### config.mk
export PLATFORM = sky130hd
export DESIGN_NAME = reset_sequencer_flat
export DESIGN_NICKNAME = d
export VERILOG_FILES = /design/src/rtl/reset_sequencer_if.sv /design/src/rtl/reset_sequencer.sv /design/src/flat_wrapper.sv
export SDC_FILE = /design/constraint.sdc
export NUM_CORES = 1
export LEC_CHECK = 0
export ABC_AREA = 1
export BUFFER_PORTS_ARGS = -buffer_cell sky130_fd_sc_hd__buf_2
export CAP_MARGIN = 10
export CORE_MARGIN = 2
export CORE_UTILIZATION = 34
export CTS_CLUSTER_DIAMETER = 120
export DETAILED_ROUTE_END_ITERATION = 6
export GPL_TIMING_DRIVEN = 1
export HOLD_SLACK_MARGIN = 0.03
export PLACE_DENSITY = 0.47
export SLEW_MARGIN = 20
export SYNTH_ARGS = -nofsm -noshare
export SYNTH_HDL_FRONTEND = slang
export SYNTH_SLANG_ARGS = --single-unit
### constraint.sdc
create_clock -name clk -period 4.9 [get_ports clk]
set_clock_uncertainty 0.05 [all_clocks]
set_input_delay 0.98 -clock clk [delete_from_list [all_inputs] [get_ports clk]]
set_output_delay 0.98 -clock clk [all_outputs]
set_load 0.03 [all_outputs]
### src/rtl/reset_sequencer_if.sv
// Reset sequencer signal bundle: memory-init handshake, soft-reset handshake
// and the staged reset/status outputs.
interface reset_sequencer_if;
  logic mem_init_done;
  logic soft_rst_req;
  logic mem_rst_n;
  logic periph_rst_n;
  logic cpu_rst_n;
  logic sys_ready;
  logic soft_rst_ack;
  logic init_err;

  // Sequencer side: consumes handshakes, drives resets and status.
  modport master (
    input  mem_init_done,
    input  soft_rst_req,
    output mem_rst_n,
    output periph_rst_n,
    output cpu_rst_n,
    output sys_ready,
    output soft_rst_ack,
    output init_err
  );

  // System side: drives handshakes, observes resets and status.
  modport slave (
    output mem_init_done,
    output soft_rst_req,
    input  mem_rst_n,
    input  periph_rst_n,
    input  cpu_rst_n,
    input  sys_ready,
    input  soft_rst_ack,
    input  init_err
  );
endinterface

### src/rtl/reset_sequencer.sv
// Reset sequencer: releases memory, peripheral and CPU resets in a fixed
// timed order, waits on memory init, handles soft resets and init timeouts.
module reset_sequencer #(
  parameter int unsigned MEM_DELAY    = 16,
  parameter int unsigned PERIPH_DELAY = 8,
  parameter int unsigned CPU_DELAY    = 4,
  parameter int unsigned INIT_TIMEOUT = 1024
) (
  input  logic               clk,
  input  logic               rst_n,
  reset_sequencer_if.master  bus
);

  localparam int unsigned MAX_AB = (MEM_DELAY > PERIPH_DELAY) ? MEM_DELAY : PERIPH_DELAY;
  localparam int unsigned MAX_CD = (CPU_DELAY > INIT_TIMEOUT) ? CPU_DELAY : INIT_TIMEOUT;
  localparam int unsigned MAX_D  = (MAX_AB > MAX_CD) ? MAX_AB : MAX_CD;
  localparam int unsigned CNT_W  = $clog2(MAX_D) + 1;

  // Terminal counts: a timed state leaves on the edge that sees its last count.
  localparam logic [CNT_W-1:0] MEM_LAST    = CNT_W'(MEM_DELAY - 1);
  localparam logic [CNT_W-1:0] PERIPH_LAST = CNT_W'(PERIPH_DELAY - 1);
  localparam logic [CNT_W-1:0] CPU_LAST    = CNT_W'(CPU_DELAY - 1);
  localparam logic [CNT_W-1:0] INIT_LAST   = CNT_W'(INIT_TIMEOUT - 1);

  typedef enum logic [2:0] {
    S_RESET,
    S_MEM_HOLD,
    S_MEM_INIT,
    S_PERIPH_HOLD,
    S_CPU_HOLD,
    S_RUN,
    S_FAULT
  } state_t;

  state_t           state;
  state_t           nxt;
  logic [CNT_W-1:0] cnt;
  logic             cnt_inc;
  logic             accept;
  logic             timeout;

  // Next-state decode; done beats timeout when both land on the same edge.
  always_comb begin
    nxt     = state;
    cnt_inc = 1'b0;
    accept  = 1'b0;
    timeout = 1'b0;
    case (state)
      S_RESET:       nxt = S_MEM_HOLD;
      S_MEM_HOLD: begin
        cnt_inc = 1'b1;
        if (cnt == MEM_LAST) nxt = S_MEM_INIT;
      end
      S_MEM_INIT: begin
        cnt_inc = 1'b1;
        if (bus.mem_init_done) begin
          nxt = S_PERIPH_HOLD;
        end else if (cnt == INIT_LAST) begin
          nxt     = S_FAULT;
          timeout = 1'b1;
        end
      end
      S_PERIPH_HOLD: begin
        cnt_inc = 1'b1;
        if (cnt == PERIPH_LAST) nxt = S_CPU_HOLD;
      end
      S_CPU_HOLD: begin
        cnt_inc = 1'b1;
        if (cnt == CPU_LAST) nxt = S_RUN;
      end
      S_RUN: begin
        if (bus.soft_rst_req) begin
          nxt    = S_PERIPH_HOLD;
          accept = 1'b1;
        end
      end
      S_FAULT: begin
        if (bus.soft_rst_req) begin
          nxt    = S_MEM_HOLD;
          accept = 1'b1;
        end
      end
      default:       nxt = S_RESET;
    endcase
  end

  // State, counter and outputs register together; outputs decode the next state
  // so they change on the same edge as the state register.
  always_ff @(posedge clk) begin
    if (!rst_n) begin
      state            <= S_RESET;
      cnt              <= '0;
      bus.mem_rst_n    <= 1'b0;
      bus.periph_rst_n <= 1'b0;
      bus.cpu_rst_n    <= 1'b0;
      bus.sys_ready    <= 1'b0;
      bus.soft_rst_ack <= 1'b0;
      bus.init_err     <= 1'b0;
    end else begin
      state <= nxt;
      if (nxt != state) begin
        cnt <= '0;
      end else if (cnt_inc) begin
        cnt <= cnt + 1'b1;
      end
      bus.mem_rst_n    <= (nxt != S_RESET) && (nxt != S_MEM_HOLD);
      bus.periph_rst_n <= (nxt == S_CPU_HOLD) || (nxt == S_RUN);
      bus.cpu_rst_n    <= (nxt == S_RUN);
      bus.sys_ready    <= (nxt == S_RUN);
      bus.soft_rst_ack <= accept;
      bus.init_err     <= bus.init_err | timeout;
    end
  end

endmodule
### src/flat_wrapper.sv
// flat-port wrapper written by rule: the top's interface ports become plain ports
module reset_sequencer_flat 
#(
  parameter int unsigned MEM_DELAY    = 16,
  parameter int unsigned PERIPH_DELAY = 8,
  parameter int unsigned CPU_DELAY    = 4,
  parameter int unsigned INIT_TIMEOUT = 1024
)
  (clk, rst_n, bus_mem_init_done, bus_soft_rst_req, bus_mem_rst_n, bus_periph_rst_n, bus_cpu_rst_n, bus_sys_ready, bus_soft_rst_ack, bus_init_err);
  reset_sequencer_if bus_i ();
  input  logic clk;
  input  logic rst_n;
  input wire logic [$bits(bus_i.mem_init_done)-1:0] bus_mem_init_done;
  input wire logic [$bits(bus_i.soft_rst_req)-1:0] bus_soft_rst_req;
  output wire logic [$bits(bus_i.mem_rst_n)-1:0] bus_mem_rst_n;
  output wire logic [$bits(bus_i.periph_rst_n)-1:0] bus_periph_rst_n;
  output wire logic [$bits(bus_i.cpu_rst_n)-1:0] bus_cpu_rst_n;
  output wire logic [$bits(bus_i.sys_ready)-1:0] bus_sys_ready;
  output wire logic [$bits(bus_i.soft_rst_ack)-1:0] bus_soft_rst_ack;
  output wire logic [$bits(bus_i.init_err)-1:0] bus_init_err;
  assign bus_i.mem_init_done = bus_mem_init_done;
  assign bus_i.soft_rst_req = bus_soft_rst_req;
  assign bus_mem_rst_n = bus_i.mem_rst_n;
  assign bus_periph_rst_n = bus_i.periph_rst_n;
  assign bus_cpu_rst_n = bus_i.cpu_rst_n;
  assign bus_sys_ready = bus_i.sys_ready;
  assign bus_soft_rst_ack = bus_i.soft_rst_ack;
  assign bus_init_err = bus_i.init_err;
  reset_sequencer #(.MEM_DELAY(MEM_DELAY), .PERIPH_DELAY(PERIPH_DELAY), .CPU_DELAY(CPU_DELAY), .INIT_TIMEOUT(INIT_TIMEOUT)) u_core (.clk(clk), .rst_n(rst_n), .bus(bus_i));
endmodule
# Word level (Yosys, flattened, before mapping)
# Index checks and enable logic that the tools add are counted.
# totals
word_cells	45
ff_bits	19
out_inout_bits	6
in_bits	4
# op_classes
bitwise	2
addsub	1
muxes	13
eq_ne	14
reduce_logical	8
# ops
operator	count
2-to-1 mux 3 bit	7
one-hot mux 3 bit (7 select lines)	1
equality test 3 bit (second input constant)	5
adder 11 x 1 -> 11 bit (second input constant)	1
equality test 11 x 10 -> 1 bit (second input constant)	1
equality test 11 x 2 -> 1 bit (second input constant)	1
equality test 11 x 3 -> 1 bit (second input constant)	1
equality test 11 x 4 -> 1 bit (second input constant)	1
equality test 3 x 2 -> 1 bit (second input constant)	2
2-to-1 mux 1 bit	5
OR reduction 2 bit	2
OR reduction 4 bit	1
equality test 3 x 1 -> 1 bit (second input constant)	1
zero test 3 bit	1
!= test 3 x 1 -> 1 bit (second input constant)	1
!= test 3 bit	1
nonzero test 3 bit	1
AND reduction 2 bit	1
logical AND 1 bit	1
logical OR 1 bit	1
NOT 1 bit	1
bitwise OR 1 bit	1

# Logic depth before layout (Yosys ltp)
# Gate-level depths: netlist of the first run.
# logic_depth
word_depth	6
mapped_depth	13

# Least setup slack after synthesis of the first run
# OpenSTA, ideal clock, no wires.
# synth_path
kind	input -> register
startpoint	input bus_soft_rst_req
endpoint	register u_core.cnt[0]
path_slack_ns	2.990
required_ns	4.733
cell_stages	11
arrival_ns	1.744
setup_time_ns	0.117
cell_sequence	inv_1 > nor2_1 > nor2_1 > nand2_1 > inv_1 > nand4_2 > nand2_1 > nand2_1 > nand2_2 > buf_6 > nor2_2
# synth_via
elab_chain_len	4
# synth_rtl
element	line	rtl
from (decl)	flat_wrapper.sv:14	input wire logic [$bits(bus_i.soft_rst_req)-1:0] bus_soft_rst_req;
2-to-1 mux 3 bit (on tied branches)	reset_sequencer.sv:78, reset_sequencer.sv:72	
one-hot mux 3 bit (7 select lines) (*)	reset_sequencer.sv:48	case (state)
!= test 3 bit (*)	reset_sequencer.sv:101	if (nxt != state) begin
OR reduction 2 bit (no source line) (*)	-	
to (signal assigned)	reset_sequencer.sv:104	cnt <= cnt + 1'b1;
to (decl)	reset_sequencer.sv:37	logic [CNT_W-1:0] cnt;
# Mark *: on every way between the ends. The rest lies on a longest branch, timed or not.
# A chain may end at the register's enable or synchronous reset.

# Worst setup path after layout of the first run
# layout_path
startpoint	register u_core.cnt[0]
endpoint	register u_core.cnt[10]
# layout_via
elab_chain_len	6
# layout_rtl
element	line	rtl
equality test 11 x 10 -> 1 bit	reset_sequencer.sv:58	end else if (cnt == INIT_LAST) begin
2-to-1 mux 3 bit	reset_sequencer.sv:58	
2-to-1 mux 3 bit	reset_sequencer.sv:56	if (bus.mem_init_done) begin
one-hot mux 3 bit (7 select lines)	reset_sequencer.sv:48	
!= test 3 bit	reset_sequencer.sv:101	
OR reduction 2 bit (no source line)	-	
# Parallel ways exist; a longest one is shown, timed or not.

==> impl_summary.txt, run 1 <==
----------------------------------------------------
[Global routing]
  Grt ovf ... 0
  Antenna violations before repair ... 0
  First-pass GRT wire length ... 4350 microns
  Number of global-route vias before repair ... 1,000
  Tot GR Track Use ... 0.138
  Pin count of the biggest net entering global routing ... 12

[Clock network]
  Skew-Pair Late Insertion Delay ... 300 ps
  Clk slew on worst S/H paths ... 120 ps
  Setup Fix Bufs, Post-CTS ... 0
  Hold bufs inserted after CTS ... 0
  Number of buffers created by CTS ... 3
  CTS root buf ... sky130_fd_sc_hd__clkbuf_4
  Clock tree from TritonCTS ... yes
  CTS H-tree depth ... 1
  Buffers from clock root to sink, at most ... 2
  Number of cells upsized or downsized after cts ... 0
  Num Clock Sinks ... 19

[Cells and area]
  Number of nets in the finished design ... 181
  Filler instances ... 378
  Storage cell area ... 380 sq um
  Fraction of layout instances using a drive strength above 1 ... 0.229
  Post-layout util ... 0.376
  Area of the multi-input gates ... 636 sq um
  Diodes inserted ... 0
  Layout overhead on the synthesized area ... 7.69%

[Power]
  Power Total ... 260 uW
  P_int ... 192 uW
  Relative contribution of sequential cells to total power ... 0.609
  Pleak ... 0.000516 uW
  Share of power burned in the clock network ... 0.315
  Net switching power figure ... 67.5 uW
  Maximum ir drop on the vdd rail ... 0.104 mV
  Switching share of total power ... 0.260
  Fraction of power consumed by combinational cells ... 0.076
  PwrDens ... 209 nW/um^2

[Yosys]
  Main synth FF type ... sky130_fd_sc_hd__dfxtp_1
  Synthesized netlist cell count ... 166
  Post-synthesis average cell area ... 6.96 sq um
  Top cell type's share of synthesized area ... 0.329
  Most instantiated cells after synthesis ... 28 x sky130_fd_sc_hd__nand2_1, 24 x sky130_fd_sc_hd__inv_1, 23 x sky130_fd_sc_hd__nor2_1
  Total of flip-flops plus latches after synthesis ... 19
  Synth Warn # ... 0
  Part of the Yosys area used for sequential elements ... 0.329
  Largest cells by area after synthesis ... sky130_fd_sc_hd__dfxtp_1 33%, sky130_fd_sc_hd__nand2_1 9.1%, sky130_fd_sc_hd__inv_1 7.8%, sky130_fd_sc_hd__nor2_1 7.5%, sky130_fd_sc_hd__nor2_2 7.0%
  Number of enable-type register cells in the synthesized netlist ... 0
  Count of distinct cell types in the synthesized netlist ... 24
  Largest area contributor in the synthesized netlist ... sky130_fd_sc_hd__dfxtp_1
  Post-synthesis cell area ... 1150 sq um
  Post-synthesis async set-or-reset flop share ... 0
  Cell with the most instances after synthesis ... sky130_fd_sc_hd__nand2_1
  Net count after synthesis ... 171

[STA]
  Max Clock Freq ... 518 MHz
  Max Transition Viols Final ... 0
  Final critical delay including setup and external delays ... 1930 ps
  Tcrit/Tclk final ... 0.394
  Relative slew slack ... 0.777
  Hold Fails Final Rpt ... 0
  Unrepaired setup endpoints after global routing ... no
  Worst Max-Slew Pin Slew ... 334 ps
  Final TNS setup ... 0 ps
  Final count of negative-setup-slack endpoints ... 0

[Floorplanning]
  Count of boundary I/O pins ... 10
  Core outline area ... 3310 sq um
  Die area ... 3880 sq um
  Horizontal die dimension ... 62.3 microns
  Height of the chip ... 62.3 microns
  Starting utilization of the core area ... 0.349
  Count of standard-cell rows ... 21

[Drt]
  Number of design rule violations left after detail routing ... 0
  Initial drt markers ... 59
  Routed WL ... 2370 microns
  1st-pass router iterations ... 4
  Routed wirelength normalized by instance count ... 10.7 microns
  Via total after detailed routing ... 988
  Top layer in use ... met4
  Wire length the detailed router placed on met1 ... 1130 microns
  Remaining antenna violation count after routing ... 0
  Sum of met3 wire segment lengths after detailed routing ... 43 microns
  Met2 routed WL ... 1160 microns
  Avg Vias per Cell ... 4.47

[Critical path]
  Crit path arrival time ... 2070 ps
  Crit. End Element ... register
  Setup Crit Path Kind ... reg -> reg
  Crit-path max FO ... 11
  Critical Path RT ... 5040 ps
  Startpoint class of the critical path ... register

[Placement]
  HPWL Detailed ... 1890 microns
  Placer Congestion ... 0.871
  Port Buf Inserts ... 9

[Flow run]
  Number of violations of the max-capacitance limit ... 0

[Outcome]
  Status ... finished clean

[Worst hold path]
  HP Class ... reg -> reg

----------------------------------------------------
-- critical path, cell delays in order (launching register included) --
cell	delay (ps)
sky130_fd_sc_hd__dfxtp_1	420
sky130_fd_sc_hd__ha_1	260
sky130_fd_sc_hd__nand3_1	120
sky130_fd_sc_hd__nor2_1	210
sky130_fd_sc_hd__nand3_1	140
sky130_fd_sc_hd__nand3_2	130
sky130_fd_sc_hd__nand2_1	60
sky130_fd_sc_hd__nand2_1	70
sky130_fd_sc_hd__nor2_2	40
sky130_fd_sc_hd__nand2_2	260
sky130_fd_sc_hd__nor2_1	70
-- area by class of cell --
class	instances	share of cell area
clock buffer	3	0.0181
clock inverter	1	0.00402
inverter	26	0.0785
multi-input combinational	117	0.511
sequential	19	0.306
tap	46	0.0463
timing repair buffer	9	0.0362
-- cell families after synthesis --
| group | Yosys count | share of synthesized area |
|---|---|---|
| DFF | 19 | 0.329 |
| and+or+nand+nor | 97 | 0.420 |
| adders and majority gates | 1 | 0.0108 |
| AOI/OAI and AO/OA | 9 | 0.0433 |
| buffers and inverters | 30 | 0.120 |
| xor gates and xnor gates | 10 | 0.0758 |
-- routing by layer --
layer,up-vias,GRT usage
met2,7,0.242
met1,443,0.166
met3,4,0.0272
met4,0,0.0528
met5,-,0
li1,534,-
-- layout by cell type, fill, tap and decap left out, types with 2 or more instances in the layout --
| master | synthesis | final |
|---|---|---|
| sky130_fd_sc_hd__nand3_2 | 2 | 2 |
| sky130_fd_sc_hd__o21ai_0 | 2 | 2 |
| sky130_fd_sc_hd__inv_2 | 2 | 2 |
| sky130_fd_sc_hd__a21oi_1 | 4 | 4 |
| sky130_fd_sc_hd__inv_1 | 24 | 24 |
| sky130_fd_sc_hd__nand3_1 | 13 | 13 |
| sky130_fd_sc_hd__clkbuf_4 | 0 | 3 |
| sky130_fd_sc_hd__nor2_2 | 13 | 13 |
| sky130_fd_sc_hd__buf_2 | 0 | 9 |
| sky130_fd_sc_hd__xor2_1 | 9 | 9 |
| sky130_fd_sc_hd__nand2_1 | 28 | 28 |
| sky130_fd_sc_hd__nor3_1 | 5 | 5 |
| sky130_fd_sc_hd__dfxtp_1 | 19 | 19 |
| sky130_fd_sc_hd__nand4_1 | 3 | 3 |
| sky130_fd_sc_hd__nor2_1 | 23 | 23 |
| sky130_fd_sc_hd__nand2_2 | 7 | 7 |
-- power groups by stage --
stage	combinational, uW	clock [uW]	sequential (uW)
final	19.9	81.7	158
after global placement	19.8	0	161
after floorplan	16.7	0	161
after detailed placement	20.0	0	162
after global routing	22.8	93.4	158
after CTS	20.2	86.5	158
-- state kept, by name (all words and copies together) (netlist names) --
register / count
u_core.cnt: 11
u_core.state: 3
u_core.bus.cpu_rst_n: 1
u_core.bus.init_err: 1
u_core.bus.mem_rst_n: 1
u_core.bus.periph_rst_n: 1
u_core.bus.soft_rst_ack: 1
-- through the flow --
stage	cell area (sq um)	cells	hold WS (ps)	setup WS, ps
after detailed placement	1220	217	391	2690
final	1240	221	406	2970
after global routing	1240	221	439	2730
after CTS	1240	221	410	2930
after global placement	1220	217	388	2740
after floorplan	1150	166	509	2990
-- worst paths after layout --
check	cells past startpoint	to	slack [ps]	from
worst min-delay path	2	u_core.bus.init_err$_SDFF_PN0_	410	u_core.bus.init_err$_SDFF_PN0_
worst min register to register	2	u_core.bus.init_err$_SDFF_PN0_	410	u_core.bus.init_err$_SDFF_PN0_
worst max-delay path	10	u_core.cnt[10]$_SDFFE_PP0P_	2970	u_core.cnt[0]$_SDFFE_PP0P_
worst max register to register	10	u_core.cnt[10]$_SDFFE_PP0P_	2970	u_core.cnt[0]$_SDFFE_PP0P_
Note: power is estimated with default switching activity, not from simulation.
==> run 2, diff against run 1 <==
Settings changed: PLACE_DENSITY 0.47 to 0.49.
Clock period 4.9 ns to 1.74 ns, I/O delays scaled along.
==> run 2 against run 1 <==
Fmax up 18%; global-route usage down 1.1 points; via count up 2.1%; combinational power rose to 3.7 times the previous value; non-clock buffer count up 4; setup slack worse by 2900 ps; register-to-register slack worse by 2900 ps; clock power rose to 2.9 times the previous value; critical endpoint unchanged; largest cell class unchanged; highest routed layer unchanged.
==> impl_summary.txt, run 2 (synthesis results as in run 1) <==
----------------------------------------------------
[Floorplanning]
  Count of standard-cell rows ... 21
  Core outline area ... 3310 sq um
  Count of boundary I/O pins ... 10
  Starting utilization of the core area ... 0.349
  Die area ... 3880 sq um
  Horizontal die dimension ... 62.3 microns
  Height of the chip ... 62.3 microns

[Critical path]
  Slowest Stage Delay on Critical Path ... 370 ps
  Critical Path RT ... 1890 ps
  Slowest cell on the critical path ... sky130_fd_sc_hd__dfxtp_2
  Crit-path max FO ... 11
  Setup Crit Path Kind ... reg -> reg
  Buffers plus inverters on the worst setup path ... 1
  Startpoint class of the critical path ... register
  Crit. End Element ... register
  Critical Path Most Common Cell ... sky130_fd_sc_hd__nand2_1
  Crit path arrival time ... 1780 ps
  Category of cells accounting for the largest share of critical-path delay ... simple AND/OR/NAND/NOR gates
  Series of cell instances along the critical path ... ha_4 -> nand3_1 -> nor2_2 -> nand2_1 -> nand2_1 -> nand4_2 -> nand2_1 -> nand2_1 -> nand2_2 -> buf_12 -> nor2_1

[Cells and area]
  Fraction of layout instances using a drive strength above 1 ... 0.302
  Most frequent cells in the layout ... 28 x sky130_fd_sc_hd__nand2_1, 24 x sky130_fd_sc_hd__inv_1, 21 x sky130_fd_sc_hd__nor2_1
  Final Cell Area ... 1320 sq um
  Number of nets in the finished design ... 185
  Max FFs per register ... 11
  Most flops, register ... u_core.cnt
  Biggest registers after layout ... u_core.cnt (11), u_core.state (3)
  Leading cell type in the layout, fill and taps excluded ... sky130_fd_sc_hd__nand2_1
  Diodes inserted ... 0
  Layout overhead on the synthesized area ... 14.0%

[Flow run]
  Number of violations of the max-capacitance limit ... 0

[STA]
  Max Clock Freq ... 612 MHz
  Worst Max-Slew Pin Slew ... 325 ps
  Relative slew slack ... 0.782
  Final critical delay including setup and external delays ... 1630 ps
  Max Transition Viols Final ... 0
  Tcrit/Tclk final ... 0.938
  Hold Fails Final Rpt ... 0
  Final count of negative-setup-slack endpoints ... 0

[Drt]
  Initial drt markers ... 34
  Routed WL ... 2290 microns
  1st-pass router iterations ... 4
  Via total after detailed routing ... 1,009
  Routed wirelength normalized by instance count ... 10.2 microns
  Remaining antenna violation count after routing ... 0
  Number of design rule violations left after detail routing ... 0
  Avg Vias per Cell ... 4.48

[Clock network]
  Number of buffers created by CTS ... 3
  CTS H-tree depth ... 1
  Num Clock Sinks ... 19
  Clock tree from TritonCTS ... yes
  Hold bufs inserted after CTS ... 0
  CTS root buf ... sky130_fd_sc_hd__clkbuf_4
  Skew-Pair Late Insertion Delay ... 300 ps
  Buffers from clock root to sink, at most ... 2
  Clk slew on worst S/H paths ... 120 ps

[Global routing]
  First-pass GRT wire length ... 3990 microns
  Tot GR Track Use ... 0.126
  Antenna violations before repair ... 0
  Number of global-route vias before repair ... 901
  Pin count of the biggest net entering global routing ... 12
  Grt ovf ... 0

[Power]
  Pleak ... 0.000540 uW
  PwrDens ... 571 nW/um^2
  Maximum ir drop on the vdd rail ... 0.392 mV
  Power Total ... 752 uW

[Worst hold path]
  HP Class ... in -> reg

[Placement]
  Port Buf Inserts ... 9
  Placed cell area ... 1260 sq um
  Placer Congestion ... 0.819
  HPWL Detailed ... 1790 microns

[Outcome]
  Status ... finished clean

----------------------------------------------------
-- run 2: per-stage QoR --
stage | TNS (ps) | util | hold slack [ps] | instances | setup WS (ps)
3_3_place_gp | 0 | 0.380 | 407 | 221 | 17.3
3_5_place_dp | 0 | 0.380 | 404 | 221 | 0.206
4_1_cts | 0 | 0.389 | 245 | 225 | 10.6
6_report | 0 | 0.398 | 248 | 225 | 107
5_1_grt | -1.63 | 0.398 | 241 | 225 | -1.63
2_1_floorplan | 0 | - | 409 | 166 | 135
-- run 2: layout make-up --
class,instances,area [sq um]
clock buffer,4,26.3
multi-input combinational,117,658
tap,46,57.6
timing repair buffer,13,87.6
sequential,19,389
inverter,26,97.6
fill,355,1990
-- run 2: worst reg2reg max path: stages (launching register included) --
cell and delay (ps):
sky130_fd_sc_hd__dfxtp_2 370, sky130_fd_sc_hd__ha_4 150, sky130_fd_sc_hd__nand3_1 100, sky130_fd_sc_hd__nor2_2 140
sky130_fd_sc_hd__nand2_1 60, sky130_fd_sc_hd__nand2_1 110, sky130_fd_sc_hd__nand4_2 130, sky130_fd_sc_hd__nand2_1 80
sky130_fd_sc_hd__nand2_1 60, sky130_fd_sc_hd__nand2_2 80, sky130_fd_sc_hd__buf_12 150, sky130_fd_sc_hd__nor2_1 40
-- run 2: report_power, final --
group          switching, uW  internal (uW)
Clock                    145           89.2
Combinational           43.7           29.0
Sequential              5.42            439
Total                    195            557
-- run 2: per-layer routing --
metal  vias up  share of wire  global-route usage
li1        537              -                   -
met1       456           0.49               0.168
met2        14           0.46               0.201
met3         2          0.032              0.0308
met4         0          0.011              0.0417
met5         -              0                   0
-- run 2: path summary, 6_finish.rpt --
check                                       from                             end  slack, ps  cells past startpoint
hold / removal                             rst_n      u_core.state[0]$_SDFF_PN0_        250                      3
hold reg to reg   u_core.bus.init_err$_SDFF_PN0_  u_core.bus.init_err$_SDFF_PN0_        410                      2
setup reg to reg      u_core.cnt[0]$_SDFFE_PP0P_     u_core.cnt[10]$_SDFFE_PP0P_        110                     11
setup / recovery      u_core.cnt[0]$_SDFFE_PP0P_     u_core.cnt[10]$_SDFFE_PP0P_        110                     11
-- run 2: repair_timing --
| item | CTS | global route |
|---|---|---|
| pin swaps | 0 | 3 |
| buffers inserted | 0 | 0 |
| gates cloned | 0 | 0 |
| endpoints found under the hold margin | 0 | 0 |
| resized for setup | 1 | 11 |
| setup endpoints to repair | 11 | 14 |
==> run 3, diff against run 2 <==
Settings changed: PLACE_DENSITY 0.49 to 0.47.
Clock period 1.74 ns to 1.52 ns, I/O delays scaled along.
==> run 3 against run 2 <==
The flow now finishes with violations (negative setup slack); setup slack worse by 240 ps; hold slack worse by 52 ps; combinational power is 86% higher; via count grew 12%; sequential power is 14% higher; design area increased by 29%; cell count is 15% higher; count of clock-buffer cells in the layout stayed put; utilization up 12 points; sequential cell count unchanged; sequential share of layout area decreased by 5.9 points; highest routed layer unchanged.
==> impl_summary.txt, run 3 (synthesis results as in run 1) <==
----------------------------------------------------
[Placement]
  Port Buf Inserts ... 9
  Placed cell area ... 1450 sq um
  HPWL Detailed ... 2090 microns
  Pre-CTS setup slack ... -149 ps
  Placer Congestion ... 0.813

[STA]
  Hold Fails Final Rpt ... 0
  Worst Max-Slew Pin Slew ... 261 ps
  Max Clock Freq ... 606 MHz
  Final critical delay including setup and external delays ... 1650 ps
  Unrepaired setup endpoints after global routing ... yes
  Tcrit/Tclk final ... 1.09
  Relative slew slack ... 0.825
  Final count of negative-setup-slack endpoints ... 13
  Setup slack after layout ... -131 ps
  Max Transition Viols Final ... 0

[Global routing]
  Number of global-route vias before repair ... 1,109
  Antenna violations before repair ... 0
  Tot GR Track Use ... 0.158
  Met1 usage ... 0.195
  Met2 track demand over resource ... 0.283
  Grt ovf ... 0
  Met3 Usage GRT ... 0.0290
  First-pass GRT wire length ... 4940 microns
  Pin count of the biggest net entering global routing ... 11
  Layer carrying the most global-route usage ... met2

[Cells and area]
  Layout overhead on the synthesized area ... 47.1%
  Number of nets in the finished design ... 218
  Final Cell Area ... 1700 sq um
  Leading cell type in the layout, fill and taps excluded ... sky130_fd_sc_hd__buf_4
  Diodes inserted ... 0
  Fraction of layout instances using a drive strength above 1 ... 0.538
  Filler instances ... 349
  Most flops, register ... u_core.cnt
  Most frequent cells in the layout ... 33 x sky130_fd_sc_hd__buf_4, 25 x sky130_fd_sc_hd__nand2_1, 20 x sky130_fd_sc_hd__inv_1
  Max FFs per register ... 11
  Biggest registers after layout ... u_core.cnt (11), u_core.state (3)
  Post-layout util ... 0.513

[Clock network]
  Hold bufs inserted after CTS ... 0
  Skew-Pair Late Insertion Delay ... 300 ps
  Num Clock Sinks ... 19
  Clock tree from TritonCTS ... yes
  Buffers from clock root to sink, at most ... 2
  CTS H-tree depth ... 1
  Clk slew on worst S/H paths ... 120 ps
  Number of buffers created by CTS ... 3
  CTS root buf ... sky130_fd_sc_hd__clkbuf_4

[Flow run]
  Number of violations of the max-capacitance limit ... 0

[Floorplanning]
  Count of boundary I/O pins ... 10
  Starting utilization of the core area ... 0.349
  Count of standard-cell rows ... 21
  Core outline area ... 3310 sq um
  Horizontal die dimension ... 62.3 microns
  Height of the chip ... 62.3 microns
  Die area ... 3880 sq um

[Power]
  Maximum ir drop on the vdd rail ... 0.297 mV
  Pleak ... 0.000729 uW
  PwrDens ... 539 nW/um^2

[Critical path]
  Crit-path max FO ... 6
  Series of cell instances along the critical path ... inv_2 -> nand3_2 -> nor2_1 -> nor2_2 -> nand2_2 -> inv_2 -> nand4_2 -> nand2_1 -> nand2_1 -> nand2_2 -> buf_6 -> buf_16 -> nor2_4
  Startpoint class of the critical path ... register
  Slowest Stage Delay on Critical Path ... 430 ps
  Category of cells accounting for the largest share of critical-path delay ... simple AND/OR/NAND/NOR gates
  Crit. End Element ... register
  Crit path arrival time ... 1800 ps
  Buffers plus inverters on the worst setup path ... 4
  Slack of the worst reg-to-reg path ... -130 ps
  Slowest cell on the critical path ... sky130_fd_sc_hd__dfxtp_4
  Critical Path RT ... 1670 ps
  Setup Crit Path Kind ... reg -> reg

[Drt]
  Initial drt markers ... 57
  Via total after detailed routing ... 1,130
  Avg Vias per Cell ... 4.38
  Number of design rule violations left after detail routing ... 0
  Routed wirelength normalized by instance count ... 11.3 microns
  Remaining antenna violation count after routing ... 0
  1st-pass router iterations ... 4
  Routed WL ... 2900 microns

[Outcome]
  Status ... finished, violations left
  Violations in the final reports ... negative setup slack

[Worst hold path]
  HP Class ... in -> reg

----------------------------------------------------
==> run 3: cell count changes in the layout (fill, tap and decap cells not counted), sizes merged <==
cell,before,now
buf,13,46
==> run 3: timing repair <==
action / 4_1_cts / 5_1_grt
gates resized for setup: 21 / 27
setup buffers: 5 / 3
gates cloned: 1 / 0
pin swaps: 8 / 8
setup endpoints to repair: 15 / 16
==> run 3: worst paths after layout <==
kind,from,end,cells past startpoint
worst min register to register,u_core.bus.init_err$_SDFF_PN0_,u_core.bus.init_err$_SDFF_PN0_,2
worst max register to register,u_core.state[0]$_SDFF_PN0_,u_core.cnt[7]$_SDFFE_PP0P_,13
worst max-delay path,u_core.state[0]$_SDFF_PN0_,u_core.cnt[7]$_SDFFE_PP0P_,13
worst min-delay path,rst_n,u_core.state[2]$_SDFF_PN0_,3
==> run 3: worst reg2reg max path, cell delays in order, from the launching register on <==
cell                      delay, ps
sky130_fd_sc_hd__dfxtp_4        430
sky130_fd_sc_hd__inv_2           90
sky130_fd_sc_hd__nand3_2         70
sky130_fd_sc_hd__nor2_1          50
sky130_fd_sc_hd__nor2_2         130
sky130_fd_sc_hd__nand2_2         80
sky130_fd_sc_hd__inv_2           60
sky130_fd_sc_hd__nand4_2        110
sky130_fd_sc_hd__nand2_1         80
sky130_fd_sc_hd__nand2_1         60
sky130_fd_sc_hd__nand2_2         90
sky130_fd_sc_hd__buf_6          110
sky130_fd_sc_hd__buf_16         110
sky130_fd_sc_hd__nor2_4          30
==> run 3: stage by stage <==
stage / total power, uW / TNS (ps) / instances / hold slack (ps)
2_1_floorplan: 573 / 0 / 166 / 365
3_3_place_gp: 611 / -1510 / 245 / 386
3_5_place_dp: 612 / -1820 / 245 / 404
4_1_cts: 908 / -1310 / 255 / 201
5_1_grt: 962 / -2880 / 258 / 207
6_report: 915 / -1470 / 258 / 196
==> run 3: area by class of cell <==
| cell class | count | area (sq um) | area share |
|---|---|---|---|
| inverters | 26 | 97.6 | 0.0574 |
| well taps | 46 | 57.6 | 0.0339 |
| multi-input cells | 117 | 753 | 0.443 |
| repair buffers | 46 | 363 | 0.214 |
| flip-flops and latches | 19 | 402 | 0.236 |
| clock buffers | 4 | 26.3 | 0.0155 |
==> run 3: routing by layer <==
metal  part of all wire  routed length (microns)
met5                  0                        0
met4              0.010                       29
met3              0.021                       60
met2               0.50                     1460
met1               0.47                     1360
==> run 3: report_power, final <==
| part | switching (uW) | internal, uW | leakage, uW |
|---|---|---|---|
| registers | 8.44 | 499 | 0.000160 |
| logic | 65.9 | 68.6 | 0.000555 |
| clock network | 171 | 102 | 0.0000150 |
| total | 246 | 669 | 0.000729 |
